File: config.mk
export PLATFORM = sky130hd
export DESIGN_NAME = shift_line_nb
export DESIGN_NICKNAME = d
export VERILOG_FILES = /design/src/rtl/shift_line_nb.sv
export SDC_FILE = /design/constraint.sdc
export NUM_CORES = 1
export LEC_CHECK = 0
export BUFFER_PORTS_ARGS = -buffer_cell sky130_fd_sc_hd__buf_2
export CAP_MARGIN = 5
export CORE_MARGIN = 1
export CORE_UTILIZATION = 47
export CTS_CLUSTER_SIZE = 20
export DETAILED_ROUTE_END_ITERATION = 10
export PLACE_DENSITY = 0.9
export SYNTH_ARGS = -nofsm -noshare
export SYNTH_HDL_FRONTEND = slang
export SYNTH_SLANG_ARGS = --single-unit
export TNS_END_PERCENT = 10
File: constraint.sdc
create_clock -name clk -period 1.6 [get_ports clk]
set_input_delay 0.16 -clock clk [delete_from_list [all_inputs] [get_ports clk]]
set_output_delay 0.16 -clock clk [all_outputs]
set_load 0.005 [all_outputs]
File: src/rtl/shift_line_nb.sv
// Parametrised multi-bit shift register / delay line with bidirectional shift,
// parallel load, clock enable, synchronous clear and a saturating fill count.
module shift_line_nb #(
    parameter  int unsigned WIDTH = 8,
    parameter  int unsigned DEPTH = 4,
    localparam int unsigned CW    = $clog2(DEPTH + 1)
) (
    input  logic                     clk,
    input  logic                     rst,
    input  logic                     en,
    input  logic                     clr,
    input  logic [1:0]               mode,
    input  logic [WIDTH-1:0]         d,
    input  logic [WIDTH*DEPTH-1:0]   load_data,
    output logic [WIDTH-1:0]         q,
    output logic [WIDTH-1:0]         q_bwd,
    output logic [WIDTH*DEPTH-1:0]   taps,
    output logic [CW-1:0]            fill,
    output logic                     full
);

    typedef enum logic [1:0] {
        MODE_HOLD = 2'b00,
        MODE_FWD  = 2'b01,
        MODE_BWD  = 2'b10,
        MODE_LOAD = 2'b11
    } mode_e;

    logic [DEPTH-1:0][WIDTH-1:0] stage;
    logic [DEPTH-1:0][WIDTH-1:0] stage_nxt;
    logic [CW-1:0]               fill_nxt;
    logic [CW-1:0]               fill_inc;

    // Saturating occupancy increment used by both shift directions.
    assign fill_inc = (fill == CW'(DEPTH)) ? fill : fill + CW'(1);

    // Next-state: every stage reads only pre-edge register values.
    always_comb begin
        stage_nxt = stage;
        fill_nxt  = fill;
        if (clr) begin
            stage_nxt = '0;
            fill_nxt  = '0;
        end else if (en) begin
            case (mode_e'(mode))
                MODE_FWD: begin
                    stage_nxt[0] = d;
                    for (int unsigned i = 1; i < DEPTH; i++) begin
                        stage_nxt[i] = stage[i-1];
                    end
                    fill_nxt = fill_inc;
                end
                MODE_BWD: begin
                    stage_nxt[DEPTH-1] = d;
                    for (int unsigned i = 0; i < DEPTH - 1; i++) begin
                        stage_nxt[i] = stage[i+1];
                    end
                    fill_nxt = fill_inc;
                end
                MODE_LOAD: begin
                    stage_nxt = load_data;
                    fill_nxt  = CW'(DEPTH);
                end
                default: begin
                    stage_nxt = stage;
                    fill_nxt  = fill;
                end
            endcase
        end
    end

    always_ff @(posedge clk or posedge rst) begin
        if (rst) begin
            stage <= '0;
            fill  <= '0;
        end else begin
            stage <= stage_nxt;
            fill  <= fill_nxt;
        end
    end

    assign taps  = stage;
    assign q     = stage[DEPTH-1];
    assign q_bwd = stage[0];
    assign full  = (fill == CW'(DEPTH));

endmodule

==> results of run 1 <==
==> cells in the mapped netlist <==
| cell type | count | area, sq um |
|---|---|---|
| sky130_fd_sc_hd__a21oi_1 | 32 | 160 |
| sky130_fd_sc_hd__a21oi_4 | 1 | 16.3 |
| sky130_fd_sc_hd__a22o_1 | 32 | 280 |
| sky130_fd_sc_hd__a311o_1 | 1 | 10.0 |
| sky130_fd_sc_hd__a311oi_1 | 1 | 8.76 |
| sky130_fd_sc_hd__a31oi_1 | 1 | 6.26 |
| sky130_fd_sc_hd__and2_1 | 1 | 6.26 |
| sky130_fd_sc_hd__buf_2 | 7 | 35.0 |
| sky130_fd_sc_hd__buf_4 | 18 | 135 |
| sky130_fd_sc_hd__buf_6 | 8 | 90.1 |
| sky130_fd_sc_hd__dfrtp_1 | 35 | 876 |
| sky130_fd_sc_hd__ha_1 | 4 | 50.1 |
| sky130_fd_sc_hd__inv_1 | 5 | 18.8 |
| sky130_fd_sc_hd__mux2_1 | 1 | 11.3 |
| sky130_fd_sc_hd__nand2b_4 | 1 | 13.8 |
| sky130_fd_sc_hd__nand3_1 | 1 | 5.00 |
| sky130_fd_sc_hd__nand3b_1 | 1 | 7.51 |
| sky130_fd_sc_hd__nand3b_4 | 1 | 20.0 |
| sky130_fd_sc_hd__nor2_1 | 1 | 3.75 |
| sky130_fd_sc_hd__nor2_4 | 1 | 11.3 |
| sky130_fd_sc_hd__nor3_1 | 1 | 5.00 |
| sky130_fd_sc_hd__nor4b_1 | 1 | 8.76 |
| sky130_fd_sc_hd__o2bb2ai_1 | 32 | 280 |
| sky130_fd_sc_hd__o41ai_1 | 1 | 8.76 |
| sky130_fd_sc_hd__or2_1 | 1 | 6.26 |
==> per-layer routing <==
layer | global-route usage | routed length [microns] | vias up
met1 | 0.298 | 2140 | 901
met5 | 0 | 0 | -
li1 | - | - | 878
met3 | 0.0600 | 430 | 10
met2 | 0.342 | 2340 | 91
met4 | 0.0807 | 80 | 0
==> timing repair <==
item	4_1_cts	5_1_grt
endpoints found under the setup margin	0	0
endpoints found under the hold margin	35	0
hold buffers	1	0
==> placed cells by master (no fill, tap or decap), types with 4 or more instances in the layout <==
master,synthesis,routed
sky130_fd_sc_hd__buf_2,7,97
sky130_fd_sc_hd__dfrtp_1,35,35
sky130_fd_sc_hd__a22o_1,32,32
sky130_fd_sc_hd__a21oi_1,32,32
sky130_fd_sc_hd__o2bb2ai_1,32,32
sky130_fd_sc_hd__buf_4,18,7
sky130_fd_sc_hd__clkbuf_8,0,6
sky130_fd_sc_hd__inv_1,5,5
sky130_fd_sc_hd__ha_1,4,4
==> per-stage QoR <==
stage                util  std cells
floorplan               -        189
CTS                 0.615        319
global placement    0.592        311
detailed placement  0.592        311
finish              0.615        319
global route        0.615        319
==> registers in the layout, indices dropped and copies added, names as in the netlist <==
name,flops
taps,16
q_bwd,8
fill,3
q,8
==> how the worst max path moves through the flow <==
stage                       start        to  slack [ns]  cells past startpoint
after detailed placement  mode[0]  taps[16]        0.14                      6
final                     fill[0]      full        0.20                      4
after CTS                 fill[0]      full        0.20                      4
after global placement    mode[0]  taps[20]        0.20                      6
after global routing      fill[0]      full        0.14                      4
after floorplan           fill[0]   fill[2]        0.32                      5
==> critical path, delay by kind of cell, from the launching register on <==
family | cells | cell delay, ns
adder cells (fa/ha/maj) | 1 | 0.21
AND/OR/NAND/NOR | 1 | 0.17
buffers and inverters | 2 | 0.19
flip-flops | 1 | 0.38
==> layout make-up <==
class	count	area, sq um
multi-input cells	116	920
inverters	5	18.8
clock inverters	1	5.00
fillers	365	1580
clock buffers	6	82.6
repair buffers	106	568
well taps	50	62.6
flip-flops and latches	35	876
==> kinds of logic after synthesis <==
kind of cell | after synthesis
AO/OA/AOI/OAI | 101
adder cells (fa/ha/maj) | 4
buffers and inverters | 38
flip-flops | 35
multiplexers | 1
AND/OR/NAND/NOR | 10
==> power by group <==
group | leakage [nW] | internal [mW] | switching [mW]
combinational | 0.800 | 0.193 | 0.216
clock | 0.0470 | 0.337 | 0.310
sequential | 0.481 | 0.925 | 0.0436
total | 1.33 | 1.46 | 0.569
==> flow_summary.json, run 1 <==
{
  "outcome": "complete, no violations",
  "critPathSlowestCell": "sky130_fd_sc_hd__dfrtp_1",
  "leakage_nw": 1.33,
  "cts-resized-gates": 0,
  "powerDensity_nw_per_um2": 800,
  "fp.dieW_microns": 68.4,
  "yosys_register_bits": 35,
  "period_share": 0.872,
  "critical_path_peak_fanout": 4,
  "io_pins": 98,
  "slowest_delay_ns": 0.38,
  "synth-xor-area-share": 0,
  "clkTransAtPathRegs_ns": 0.07,
  "drv_slew": 0,
  "tritoncts_clock_tree": "done",
  "synthAdderAreaFrac": 0.0241,
  "grt_pass1_wl_mm": 7.47,
  "hold-path-endpoint": "fill[2]",
  "h-tree-depth": 2,
  "design.die.area_sq_um": 4680,
  "final.setup.worst_slack_ns": 0.205,
  "finalSetupTns_ns": 0,
  "worst_ir_drop_vdd_uv": 368,
  "synthCells": 189,
  "count_of_buffers_inserted_at_the_top_level_ports": 97,
  "cp_data_arrival_time_ns": 1.24,
  "synthToLayoutAreaGrowth_pct": 22.1,
  "grt_pass1_vias": 1571,
  "cts_buffer_depth": 2,
  "violation_count_after_the_first_detailed_routing_iteration": 164,
  "rsz_0062_raised_after_global_routing": "no",
  "postRouteWirelength_mm": 4.99,
  "clock_sinks": 35,
  "timing.slew.headroom": 0.706,
  "dominant_combinational_cell_family_by_area_after_synthesis": "compound AO/OA/AOI/OAI gates",
  "setup-violations-final": 0,
  "synth_simple_gate_area_frac": 0.0422,
  "ant_nets": 0,
  "timing.rr.end": "fill[0]",
  "max-cap-violations": 0,
  "cell_chain_critical_path": "inv_1 > ha_1 > and2_1 > buf_2",
  "drive_gt1_frac": 0.431,
  "numCtsBuffers": 5,
  "worst_skew_pair.late_latency_ns": 0.29,
  "globalRouteTotalUtil": 0.222,
  "placementRows": 23,
  "drcViolationCount": 0,
  "synthesized_net_count": 239,
  "hold-path-cell-count": 2,
  "antennaDiodeCount": 0,
  "reg2reg_setup_slack_ns": 0.27,
  "postCtsSetupBuffers": 0,
  "mux_contribution_to_synthesized_area": 0.00543,
  "worst-endpoint-required_ns": 1.44,
  "clk_root_buffer_cell": "sky130_fd_sc_hd__clkbuf_8",
  "finalHoldViolCount": 0,
  "setup.worst_path.class": "reg -> out",
  "finalPower_mw": 2.03,
  "start_util": 0.504,
  "grt_max_degree": 36,
  "worst_setup_path_end_kind": "primary output",
  "placement.cell_area_sq_um": 2430,
  "antenna_found_initial": 0,
  "synth-compound-area-share": 0.372,
  "mean_instance_size_in_the_synthesized_netlist_sq_um": 11.0,
  "grt_overflow_total": 0,
  "avgViaCountPerCell": 5.89,
  "worst-slew-pin-transition_ns": 0.441,
  "synth_area_sq_um": 2070,
  "chipHeight_microns": 68.4,
  "kind_of_launch_point_of_the_worst_setup_path": "flip-flop",
  "yosys_warnings": 0,
  "place_congestion": 0.938,
  "fmax_ghz": 0.717,
  "route.vias.total": 1880,
  "rr_startpoint": "fill[0]",
  "finished_layout_cell_area_sq_um": 2530,
  "reg2regPathDepth": 5,
  "drt_first_pass_iters": 4,
  "wire_per_inst_microns": 15.6,
  "hp-class": "in -> reg",
  "design.final.nets": 319,
  "finalHoldWorstSlack_ns": 0.140,
  "synth.lib_cells_used.distinct": 25,
  "core-area_sq_um": 4120,
  "ys_seq_area_frac": 0.422,
  "clock_skew_ns": 0.00763,
  "layout_min_cycle_time_ns": 1.40,
  "post-place-ws_ns": 0.139,
  "place_hpwl_mm": 3.51,
  "min-delay-start": "clr"
}
(Power assumes the default switching activity.)
==> inputs of run 2 (changes only) <==
--- a/config.mk
+++ b/config.mk
@@ -11,7 +11,8 @@
 export CORE_UTILIZATION = 47
 export CTS_CLUSTER_SIZE = 20
 export DETAILED_ROUTE_END_ITERATION = 10
-export PLACE_DENSITY = 0.9
+export GPL_TIMING_DRIVEN = 0
+export PLACE_DENSITY = 0.83
 export SYNTH_ARGS = -nofsm -noshare
 export SYNTH_HDL_FRONTEND = slang
 export SYNTH_SLANG_ARGS = --single-unit
==> run 2 against run 1 <==
  * The flow now finishes with violations (hold timing)
  * Via count rose by 6.9%
  * Hold slack got worse by 0.16 ns
  * Combinational power grew 17%
  * Critical path depth unchanged
  * Largest cell class unchanged
  * Power rose by 0.43%
  * Setup slack improved by 0.0012 ns
  * Non-clock buffer count grew 25
  * Global-route usage is 4.2 points higher
==> flow_summary.json, run 2 (synthesized netlist as in run 1, its figures left out) <==
{
  "outcome": "finished, violations left",
  "violations_in_the_final_reports": "hold timing",
  "reg2regPathDepth": 5,
  "hp-class": "in -> async",
  "design.die.area_sq_um": 4680,
  "clk_root_buffer_cell": "sky130_fd_sc_hd__clkbuf_8",
  "design.final.nets": 344,
  "grt_overflow_total": 0,
  "critical_path_peak_fanout": 4,
  "reg2reg_setup_slack_ns": 0.21,
  "place_congestion": 0.842,
  "final.setup.worst_slack_ns": 0.206,
  "setup-violations-final": 0,
  "ant_nets": 0,
  "timing.critical_path.depth": 4,
  "finalSetupTns_ns": 0,
  "cell_chain_critical_path": "inv_1 > ha_1 > and2_1 > buf_2",
  "drt_first_pass_iters": 4,
  "cts_buffer_depth": 2,
  "fp.dieW_microns": 68.4,
  "mostFrequentLayoutCell": "sky130_fd_sc_hd__buf_2",
  "antennaDiodeCount": 0,
  "drive_gt1_frac": 0.478,
  "share_comb_of_total_power": 0.236,
  "slowest_delay_ns": 0.38,
  "synthToLayoutAreaGrowth_pct": 31.2,
  "placementRows": 23,
  "drcViolationCount": 0,
  "drv_slew": 0,
  "multi_input_area_sq_um": 920,
  "wire_per_inst_microns": 17.3,
  "timing.rr.end": "fill[2]",
  "swShare": 0.286,
  "max-cap-violations": 0,
  "worst-slew-pin-transition_ns": 0.726,
  "place_hpwl_mm": 4.28,
  "grt_pass1_wl_mm": 8.84,
  "critical_path.endpoint": "full",
  "worst_setup_path_end_kind": "primary output",
  "start_util": 0.504,
  "p_switching_uw": 582,
  "layout_common_cells": "104 x sky130_fd_sc_hd__buf_2, 35 x sky130_fd_sc_hd__dfrtp_1, 32 x sky130_fd_sc_hd__a22o_1, 32 x sky130_fd_sc_hd__a21oi_1, 32 x sky130_fd_sc_hd__o2bb2ai_1",
  "finalHoldViolCount": 16,
  "seqPwrFrac": 0.477,
  "cts-resized-gates": 0,
  "placement.cell_area_sq_um": 2650,
  "largest_register_ff_count": 16,
  "period_share": 0.871,
  "layout_min_cycle_time_ns": 1.39,
  "finished_layout_cell_area_sq_um": 2720,
  "postCtsSetupBuffers": 0,
  "grt_max_degree": 20,
  "finalPower_mw": 2.03,
  "crit_start": "fill[0]",
  "clkTransAtPathRegs_ns": 0.07,
  "clock_skew_ns": 0.00754,
  "count_of_buffers_inserted_at_the_top_level_ports": 97,
  "grt_pass1_vias": 1839,
  "violation_count_after_the_first_detailed_routing_iteration": 179,
  "path_delay_family": "flip-flops",
  "finalHoldWorstSlack_ns": -0.0177,
  "chipHeight_microns": 68.4,
  "clockPowerShare": 0.287,
  "timing.slew.headroom": 0.515,
  "worst_skew_pair.late_latency_ns": 0.29,
  "cp_data_arrival_time_ns": 1.23,
  "avgViaCountPerCell": 5.86,
  "internal-power_mw": 1.45,
  "worst-endpoint-required_ns": 1.44,
  "kind_of_launch_point_of_the_worst_setup_path": "flip-flop",
  "route.vias.total": 2010,
  "leakage_nw": 1.45,
  "h-tree-depth": 2,
  "rsz_0062_raised_after_global_routing": "no",
  "setup.worst_path.class": "reg -> out",
  "globalRouteTotalUtil": 0.265,
  "worst_ir_drop_vdd_uv": 526,
  "numCtsBuffers": 5,
  "cts_hold_repair.buffers": 0,
  "io_pins": 98,
  "tritoncts_clock_tree": "done",
  "critPathSlowestCell": "sky130_fd_sc_hd__dfrtp_1",
  "antenna_found_initial": 0,
  "worstPathBufferInverterCount": 2,
  "rr_startpoint": "fill[0]",
  "area_taken_by_flip_flops_and_latches_sq_um": 876,
  "clock_sinks": 35,
  "fmax_ghz": 0.717,
  "filler_cell_count": 360,
  "postRouteWirelength_mm": 5.92,
  "core-area_sq_um": 4120,
  "post-place-ws_ns": 0.162,
  "powerDensity_nw_per_um2": 747
}
run 2: cell types whose count changed in the layout (fill, tap and decap cells not counted):
| cell | before | now |
|---|---|---|
| sky130_fd_sc_hd__buf_4 | 7 | 18 |
| sky130_fd_sc_hd__buf_6 | 0 | 8 |
| sky130_fd_sc_hd__buf_2 | 97 | 104 |
| sky130_fd_sc_hd__buf_12 | 1 | 0 |
| sky130_fd_sc_hd__buf_16 | 0 | 1 |
| sky130_fd_sc_hd__clkbuf_1 | 0 | 1 |
| sky130_fd_sc_hd__clkbuf_8 | 6 | 5 |
| sky130_fd_sc_hd__clkinv_2 | 1 | 0 |
| sky130_fd_sc_hd__dlygate4sd3_1 | 1 | 0 |
run 2: layer usage:
metal,GRT usage,share of wire,vias up
li1,-,-,925
met1,0.324,0.41,966
met2,0.446,0.50,102
met3,0.0533,0.069,17
met4,0.117,0.023,0
met5,0,0,-
run 2: power by group through the flow:
stage | Combinational [mW] | Clock [mW] | Sequential (mW)
4_1_cts | 0.480 | 0.587 | 0.970
3_3_place_gp | 0.458 | 0 | 0.984
2_1_floorplan | 0.275 | 0 | 0.982
6_report | 0.479 | 0.584 | 0.971
5_1_grt | 0.528 | 0.624 | 0.977
3_5_place_dp | 0.477 | 0 | 0.986
run 2: layout make-up:
type                            count  area share
Tap cell                           50      0.0230
Clock buffer                        6      0.0267
Sequential cell                    35       0.322
Inverter                            5     0.00689
Buffer                             33      0.0956
Multi-Input combinational cell    116       0.338
Timing Repair Buffer               98       0.188
run 2: how the worst min path moves through the flow:
stage,from,to,slack [ns]
4_1_cts,rst,taps[15],0.01
5_1_grt,rst,q_bwd[7],0.05
3_3_place_gp,d[1],q_bwd[1],0.44
6_report,rst,q_bwd[7],-0.02
2_1_floorplan,clr,fill[2],0.23
3_5_place_dp,rst,taps[15],0.31
run 2: per-stage QoR:
step | std cells | hold WS [ns] | util
2_1_floorplan | 189 | 0.226 | -
3_3_place_gp | 336 | 0.438 | 0.637
3_5_place_dp | 337 | 0.314 | 0.644
4_1_cts | 343 | 0.0110 | 0.662
5_1_grt | 343 | 0.0452 | 0.662
6_report | 343 | -0.0177 | 0.662
run 2: worst register-to-register path: stages, from the launching register on:
cell,delay [ns]
sky130_fd_sc_hd__dfrtp_1,0.38
sky130_fd_sc_hd__inv_1,0.08
sky130_fd_sc_hd__ha_1,0.21
sky130_fd_sc_hd__and2_1,0.16
sky130_fd_sc_hd__nor4b_1,0.29
sky130_fd_sc_hd__a311oi_1,0.15
